===== config.mk =====
export PLATFORM = sky130hd
export DESIGN_NAME = dmem_responder
export DESIGN_NICKNAME = d
export VERILOG_FILES = /design/src/rtl/dmem_responder.sv
export SDC_FILE = /design/constraint.sdc
export NUM_CORES = 1
export LEC_CHECK = 0
export CORE_AREA = 2 2 111 113
export CTS_CLUSTER_DIAMETER = 80
export DETAILED_ROUTE_END_ITERATION = 10
export DIE_AREA = 0 0 113 115
export GPL_TIMING_DRIVEN = 1
export PLACE_DENSITY_LB_ADDON = 0.1
export SLEW_MARGIN = 20
export SYNTH_ARGS = -nofsm -noshare
export SYNTH_HDL_FRONTEND = slang
export SYNTH_SLANG_ARGS = --single-unit

===== constraint.sdc =====
create_clock -name clk -period 1.85 [get_ports clk]
set_input_delay 0.185 -clock clk [delete_from_list [all_inputs] [get_ports clk]]
set_output_delay 0.185 -clock clk [all_outputs]
set_load 0.02 [all_outputs]

===== src/rtl/dmem_responder.sv =====
// dmem_responder
// Memory-side responder for the core's M-stage data port. One 1RW synchronous
// SRAM macro (active-low controls) is shared between the core and the
// management Wishbone slave. The core always wins the port. Wishbone requests
// are served in core-idle cycles and fail with an error pulse if no idle slot
// arrives within TIMEOUT cycles.

module dmem_responder #(
    parameter int DATA_WIDTH = 32,
    parameter int ADDR_W     = 8,
    parameter int TIMEOUT    = 16
) (
    input  logic                  clk,
    input  logic                  rst,
    // core M-stage port
    input  logic                  i_mem_req_M,
    input  logic                  i_mem_write_M,
    input  logic [DATA_WIDTH-1:0] i_data_addr_M,
    input  logic [DATA_WIDTH-1:0] i_write_data_M,
    output logic [DATA_WIDTH-1:0] o_read_data_M,
    // management Wishbone slave
    input  logic                  i_wbs_cyc,
    input  logic                  i_wbs_stb,
    input  logic                  i_wbs_we,
    input  logic [3:0]            i_wbs_sel,
    input  logic [31:0]           i_wbs_adr,
    input  logic [31:0]           i_wbs_dat,
    output logic                  o_wbs_ack,
    output logic                  o_wbs_err,
    output logic [31:0]           o_wbs_dat,
    // SRAM macro port
    output logic                  o_sram_csb,
    output logic                  o_sram_web,
    output logic [3:0]            o_sram_wmask,
    output logic [ADDR_W-1:0]     o_sram_addr,
    output logic [DATA_WIDTH-1:0] o_sram_din,
    input  logic [DATA_WIDTH-1:0] i_sram_dout
);

    localparam int CNT_W = $clog2(TIMEOUT + 1);

    typedef enum logic [2:0] {
        S_IDLE,
        S_WAIT,
        S_RESP,
        S_ACK,
        S_ERR
    } state_e;

    state_e           state_q, state_d;
    logic [CNT_W-1:0] cnt_q, cnt_d;
    logic             core_rd_q, core_rd_d;
    logic             wb_we_q, wb_we_d;
    logic [31:0]      wb_dat_q, wb_dat_d;

    logic             wb_req;
    logic             grant;

    // Address bits outside the word index are deliberately ignored (wrap modulo depth).
    logic             unused_addr_bits;
    assign unused_addr_bits = ^{i_data_addr_M[DATA_WIDTH-1:ADDR_W+2], i_data_addr_M[1:0],
                                i_wbs_adr[31:ADDR_W+2], i_wbs_adr[1:0]};

    assign wb_req = i_wbs_cyc & i_wbs_stb;
    // Wishbone owns the macro only when the core is idle and no response is in flight.
    assign grant  = rst & wb_req & ~i_mem_req_M & ((state_q == S_IDLE) || (state_q == S_WAIT));

    // SRAM port mux: core first, then a granted Wishbone access, else deselected.
    always_comb begin
        // NOTE: every output gets a default first so no path can infer a latch.
        o_sram_csb   = 1'b1;
        o_sram_web   = 1'b1;
        o_sram_wmask = 4'h0;
        o_sram_addr  = '0;
        o_sram_din   = '0;
        if (rst && i_mem_req_M) begin
            o_sram_csb   = 1'b0;
            o_sram_web   = ~i_mem_write_M;
            o_sram_wmask = 4'hF;
            o_sram_addr  = i_data_addr_M[ADDR_W+1:2];
            o_sram_din   = i_write_data_M;
        end else if (grant) begin
            o_sram_csb   = 1'b0;
            o_sram_web   = ~i_wbs_we;
            o_sram_wmask = i_wbs_sel;
            o_sram_addr  = i_wbs_adr[ADDR_W+1:2];
            o_sram_din   = i_wbs_dat;
        end
    end

    // Wishbone FSM next-state, wait counter and response outputs.
    always_comb begin
        state_d   = state_q;
        cnt_d     = cnt_q;
        wb_we_d   = wb_we_q;
        wb_dat_d  = wb_dat_q;
        o_wbs_ack = 1'b0;
        o_wbs_err = 1'b0;
        o_wbs_dat = '0;
        unique case (state_q)
            S_IDLE: begin
                if (grant) begin
                    state_d = S_RESP;
                    wb_we_d = i_wbs_we;
                end else if (wb_req) begin
                    state_d = S_WAIT;
                    cnt_d   = CNT_W'(1);
                end
            end
            S_WAIT: begin
                if (!wb_req) begin
                    state_d = S_IDLE;       // master gave up: silent abort
                    cnt_d   = '0;
                end else if (grant) begin
                    state_d = S_RESP;
                    wb_we_d = i_wbs_we;
                    cnt_d   = '0;
                end else if (cnt_q == CNT_W'(TIMEOUT)) begin
                    state_d = S_ERR;
                    cnt_d   = '0;
                end else begin
                    cnt_d = cnt_q + 1'b1;
                end
            end
            S_RESP: begin
                // Macro output is valid now; writes return zero data.
                wb_dat_d = wb_we_q ? 32'h0 : i_sram_dout;
                state_d  = S_ACK;
            end
            S_ACK: begin
                o_wbs_ack = 1'b1;
                o_wbs_dat = wb_dat_q;
                state_d   = S_IDLE;
            end
            S_ERR: begin
                o_wbs_err = 1'b1;
                state_d   = S_IDLE;
            end
            default: state_d = S_IDLE;
        endcase
    end

    // Core load tracking: the macro answers one cycle after the access.
    always_comb begin
        core_rd_d     = i_mem_req_M & ~i_mem_write_M;
        o_read_data_M = core_rd_q ? i_sram_dout : '0;
    end

    // State registers with asynchronous active-low reset.
    always_ff @(posedge clk or negedge rst) begin
        if (!rst) begin
            state_q   <= S_IDLE;
            cnt_q     <= '0;
            core_rd_q <= 1'b0;
            wb_we_q   <= 1'b0;
            wb_dat_q  <= '0;
        end else begin
            // NOTE: non-blocking assignments so every register samples pre-edge values.
            state_q   <= state_d;
            cnt_q     <= cnt_d;
            core_rd_q <= core_rd_d;
            wb_we_q   <= wb_we_d;
            wb_dat_q  <= wb_dat_d;
        end
    end

endmodule


# --- Yosys cells after proc, flatten, opt, wreduce, memory -nomap -nowiden ---
# Index checks and enable logic that the tools add are counted.
op_classes:
  n_bitwise: 8
  eq_ne: 10
  n_mux: 30
  add_sub_neg: 1
  reduce_logical: 7
op_table:
  columns: ["operator", "count"]
  rows:
  - ["$mux W32", 5]
  - ["$mux W5", 5]
  - ["$mux W8", 2]
  - ["$mux W3", 5]
  - ["$pmux W5 S2", 1]
  - ["$pmux W3 S3", 1]
  - ["$mux W1", 8]
  - ["$mux W4", 2]
  - ["$eq A3 B2 Y1 const B", 2]
  - ["$ne A2 B2 Y1 const B", 3]
  - ["$add A5 B1 Y5 const B", 1]
  - ["$and A1 B1 Y1", 5]
  - ["$eq A5 B5 Y1 const B", 1]
  - ["$ne A4 B3 Y1 const B", 1]
  - ["$reduce_and A2 Y1", 2]
  - ["$eq A3 B1 Y1 const B", 1]
  - ["$eq A3 B3 Y1 const B", 1]
  - ["$logic_not A3 Y1", 1]
  - ["$ne A3 B3 Y1 const B", 1]
  - ["$not A1 Y1", 3]
  - ["$reduce_and A3 Y1", 1]
  - ["$pmux W1 S2", 1]
  - ["$reduce_bool A2 Y1", 1]
  - ["$logic_and A1 B1 Y1", 1]
  - ["$logic_or A1 B1 Y1", 1]
totals:
  ff_bits: 42
  in_bits: 171
  out_inout_bits: 112
  elab_cells: 61

# --- Logic depth before layout (Yosys ltp) ---
# Gate-level depths: netlist (run 1).
logic_depth:
  depth_word: 7
  depth_mapped: 6
  ltp_nobuf: 5

# --- Least setup slack after synthesis (run 1) ---
# No wires, ideal clock.
synth_timing:
  path_type: "flip-flop to output port"
  startpoint: "register state_q[2]"
  endpoint: "output port o_wbs_dat[22]"
  stages_incl_launch_ff: 5
  setup_slack_ns: 0.282
  arrival_ns: 1.383
  required_ns: 1.665
  n_path_buf: 2
  cell_sequence: "dfrtp_1 buf_6 and3b_1 clkbuf_1 and2_1"
synth_between:
  elab_chain_cells: 2
synth_rtl:
  columns: ["element", "line", "source"]
  rows:
  - ["start: declaration", "50", "state_e state_q, state_d;"]
  - ["start signal: assignment", "159", "state_q <= state_d;"]
  - ["$eq A3 B2 Y1", "100", "unique case (state_q)"]
  - ["$mux W32", "100", null]
  - ["end: declaration", "30", "output logic [31:0] o_wbs_dat,"]
# No other way between the ends.

# --- Worst setup path after layout (run 1) ---
layout_timing:
  startpoint: "register state_q[1]"
  endpoint: "output port o_sram_din[16]"
layout_between:
  elab_chain_cells: 5
  word_cells_on_any_way: 6
  cone_classes: "eq/ne (1); mux (2); bitwise (1); reduce/logical (2)"
layout_rtl:
  columns: ["element", "line", "source"]
  rows:
  - ["$eq A3 B1 Y1 / $logic_not A3 Y1 (equally long branches)", "66", "assign grant = rst & wb_req & ~i_mem_req_M & ((state_q == S_IDLE) || (state_q == S_WAIT));"]
  - ["$logic_or A1 B1 Y1 (*)", "66", null]
  - ["$and A1 B1 Y1 (*)", "66", null]
  - ["$mux W32 (*)", "82", "end else if (grant) begin"]
  - ["$mux W32 (*)", "76", "if (rst && i_mem_req_M) begin"]
  - ["end: declaration", "36", "output logic [DATA_WIDTH-1:0] o_sram_din,"]
# Mark *: on every way between the ends. The rest lies on a longest branch, timed or not.

==> flow_metrics.py, run 1 <==
metrics = {
    "timing": {
        "setup_viol": 0,
        "slew_headroom_pct": 63.4,
        "skew_ns": 0.00582,
        "holdWs_ns": 0.107,
        "finalWorstSetupSlack_ns": 0.0426,
        "layout_worst_path_cycle_share_pct": 97.7,
        "hold_viol": 0,
        "slew_violations": 0,
        "finalCriticalPeriod_ns": 1.81,
        "tightest_slew_ns": 0.550,
        "clock.fmax_mhz": 553,
    },
    "power": {
        "powerDensity_mw_per_mm2": 717,
        "p_leak_nw": 2.52,
        "ir_worst_vdd_v": 0.000433,
    },
    "cts": {
        "clk_path_buf_depth": 2,
        "clk_pin_slew_ns": 0.06,
        "ctsHtreeMaxLevel": 2,
        "cts_made_buffers": 5,
        "clock_sinks": 42,
        "clock_latency_ns": 0.28,
        "cts_tree": "done",
        "root_buffer": "clkbuf_16",
        "hold_buffers": 0,
    },
    "floorplan": {
        "start_util_pct": 24.5,
        "fp.coreArea_mm2": 0.0118,
        "io_pins": 283,
        "die-area_mm2": 0.0130,
        "chipWidth_um": 113,
        "rows": 40,
        "dieHeight_um": 115,
    },
    "place": {
        "place_area_mm2": 0.00540,
        "routabilityCongestion": 0.765,
        "numPortBuffers": 234,
        "dp_slack_ns": -0.509,
        "dp_hpwl_um": 8430,
    },
    "route": {
        "vias": 3192,
        "drcViolationCount": 11,
        "drt_iter0_drc": 184,
        "vias_per_cell": 4.52,
        "dr.pass1.iters": 7,
        "ant_nets": 0,
        "wl_per_cell_um": 16.0,
        "finalWirelength_um": 11300,
    },
    "critical_path": {
        "path_delay_family": "buffers and inverters",
        "path_buf_inv": 4,
        "worstSetupStartpointType": "register",
        "worst_ep_arrival_time_ns": 1.62,
        "critical-path-slowest-cell": "dfrtp_1",
        "cp_common_cell": "buf_6",
        "worst-setup-path-type": "register to output port",
        "crit_path_max_incr_delay_ns": 0.39,
        "crit_required_ns": 1.66,
        "worstPathMaxFanout": 12,
        "crit_path_end_kind": "output port",
        "crit_chain": "buf_6 > nor3_4 > buf_6 > clkbuf_16 > a22o_1 > buf_2",
    },
    "flow_run": {
        "cap_violations": 0,
    },
    "layout": {
        "finalNetCount": 731,
        "drive_gt1_share_pct": 27.0,
        "fillers": 1184,
        "mostFrequentLayoutCell": "clkdlybuf4s50_1",
        "final_cell_mix": "clkdlybuf4s50_1 (145), and2_1 (65), a22o_1 (41), dfrtp_1 (41), nand2_1 (35)",
        "register_area_mm2": 0.00105,
        "areaGrowthSynthToFinish_pct": 90.5,
        "final_area_mm2": 0.00552,
        "antenna_cells": 0,
        "multi_input_area_mm2": 0.00167,
    },
    "yosys": {
        "ys_seq_elements": 42,
        "synth_cells": 320,
        "ys_warn_count": 0,
        "post-synth-top-area-fraction_pct": 36.3,
        "syn_nets": 493,
        "syn_area_mm2": 0.00290,
        "synth_cell_types": 31,
        "netlist_top_cells_area": "dfrtp_1 (36%), and2_1 (14%), a22o_1 (12%)",
        "synth_top_cell_by_area": "dfrtp_1",
        "synth-seq-area-share_pct": 36.3,
        "avgSynthCellArea_um2": 9.06,
    },
    "global_route": {
        "grt_pass1_wl_um": 16300,
        "grt_usage_pct": 15.9,
        "grt_pass1_vias": 3073,
        "grt.overflow.total": 0,
        "grt_max_degree": 51,
        "grt_antenna_before_repair": 0,
    },
    "hold_path": {
        "min_path_type": "primary input to asynchronous set/reset pin",
    },
    "run_status": {
        "violations": "DRC",
        "status": "complete, but fails checks",
    },
}
[timing repair]
item | CTS | global route
cloned | 2 | 1
setup endpoints to repair | 80 | 74
pin swaps | 3 | 2
gates resized for setup | 286 | 37
hold endpoints to repair | 0 | 0
buffers inserted | 5 | 2
[final cells by class]
type | count | area share (%)
Timing Repair Buffer | 260 | 44.6
Inverter | 2 | 0.136
Sequential cell | 42 | 19.1
Clock inverter | 2 | 0.249
Multi-Input combinational cell | 247 | 30.3
Clock buffer | 6 | 2.33
Tap cell | 147 | 3.33
[cell usage after synthesis]
cell        n
a211oi_1    1
a21o_1      4
a21oi_1     4
a22o_1     41
a22oi_1     1
and2_1     65
and3_1      1
and3b_1     1
buf_1       2
buf_2       2
buf_4       5
buf_6       8
clkbuf_1   11
clkbuf_2    1
dfrtp_1    42
ha_1        2
inv_1       2
mux2_2      3
nand2_1    35
nand2b_1   33
nand3_1     5
nor2_1      6
nor2b_1     3
nor3_2      1
nor3b_1     1
nor4_1      2
o21ai_0     2
o21ai_1     4
o21ai_2    28
o2bb2ai_1   3
or3b_1      1
[worst reg2reg max path, stage by stage, from the launching register on]
cell	delay [ns]
dfrtp_1	0.39
buf_6	0.13
buf_4	0.15
nor2_1	0.25
o21ai_0	0.27
a22o_1	0.29
[state kept, by name, indices dropped and copies added, names as in the netlist]
signal / flops
core_rd_q: 1
state_q: 3
wb_dat_q: 32
wb_we_q: 1
cnt_q: 5
[per-stage QoR]
stage / util, % / instances / power [mW] / setup TNS, ns
global placement: 45.7 / 689 / 3.14 / -21.52
detailed placement: 45.7 / 689 / 3.18 / -22.72
finish: 46.8 / 706 / 3.96 / 0
floorplan: - / 320 / 2.47 / 0
global route: 46.8 / 706 / 4.26 / -0.220
CTS: 46.8 / 704 / 4.03 / 0
[where the power goes]
part / switching, mW / internal, mW / total [mW]
sequential: 0.169 / 1.30 / 1.47
clock: 0.348 / 0.500 / 0.849
combinational: 0.798 / 0.843 / 1.64
total: 1.32 / 2.65 / 3.96
[logic make-up after synthesis]
family / synth area share, %
simple gates: 29.8
compound gates: 25.0
fa+ha+maj: 0.863
mux: 1.17
buf+inv: 6.86
flops: 36.3
[path summary, 6_finish.rpt]
| path | start | endpoint | slack [ns] | depth (start not counted) |
|---|---|---|---|---|
| max | state_q[1]$_DFFE_PN0P_ | o_sram_din[16] | 0.04 | 6 |
| min | rst | state_q[0]$_DFFE_PN0P_ | 0.11 | 3 |
| max reg2reg | state_q[1]$_DFFE_PN0P_ | cnt_q[1]$_DFFE_PN0P_ | 0.25 | 5 |
| min reg2reg | wb_dat_q[6]$_DFFE_PN0N_ | wb_dat_q[6]$_DFFE_PN0N_ | 0.47 | 2 |
| max in group asynchronous | rst | state_q[2]$_DFFE_PN0P_ | 1.35 | 3 |
| min in group clk | i_mem_req_M | core_rd_q$_DFF_PN0_ | 0.36 | 2 |
[routing by layer]
layer	up-vias	track usage, %	wire length [um]
met4	0	2.93	88
li1	1576	-	-
met1	1476	20.0	4700
met2	134	28.1	5740
met5	-	0	0
met3	6	3.85	775
Note: power is estimated with default switching activity, not from simulation.
==> run 2, diff against run 1 <==
SLEW_MARGIN = not set   (was 20)
==> results of run 2 <==
The final DEF is identical to that of run 1; final timing and power are the same.
==> run 3, diff against run 2 <==
CAP_MARGIN = 25   (was not set)
==> results of run 3 <==
The final DEF is identical to that of run 1; final timing and power are the same.
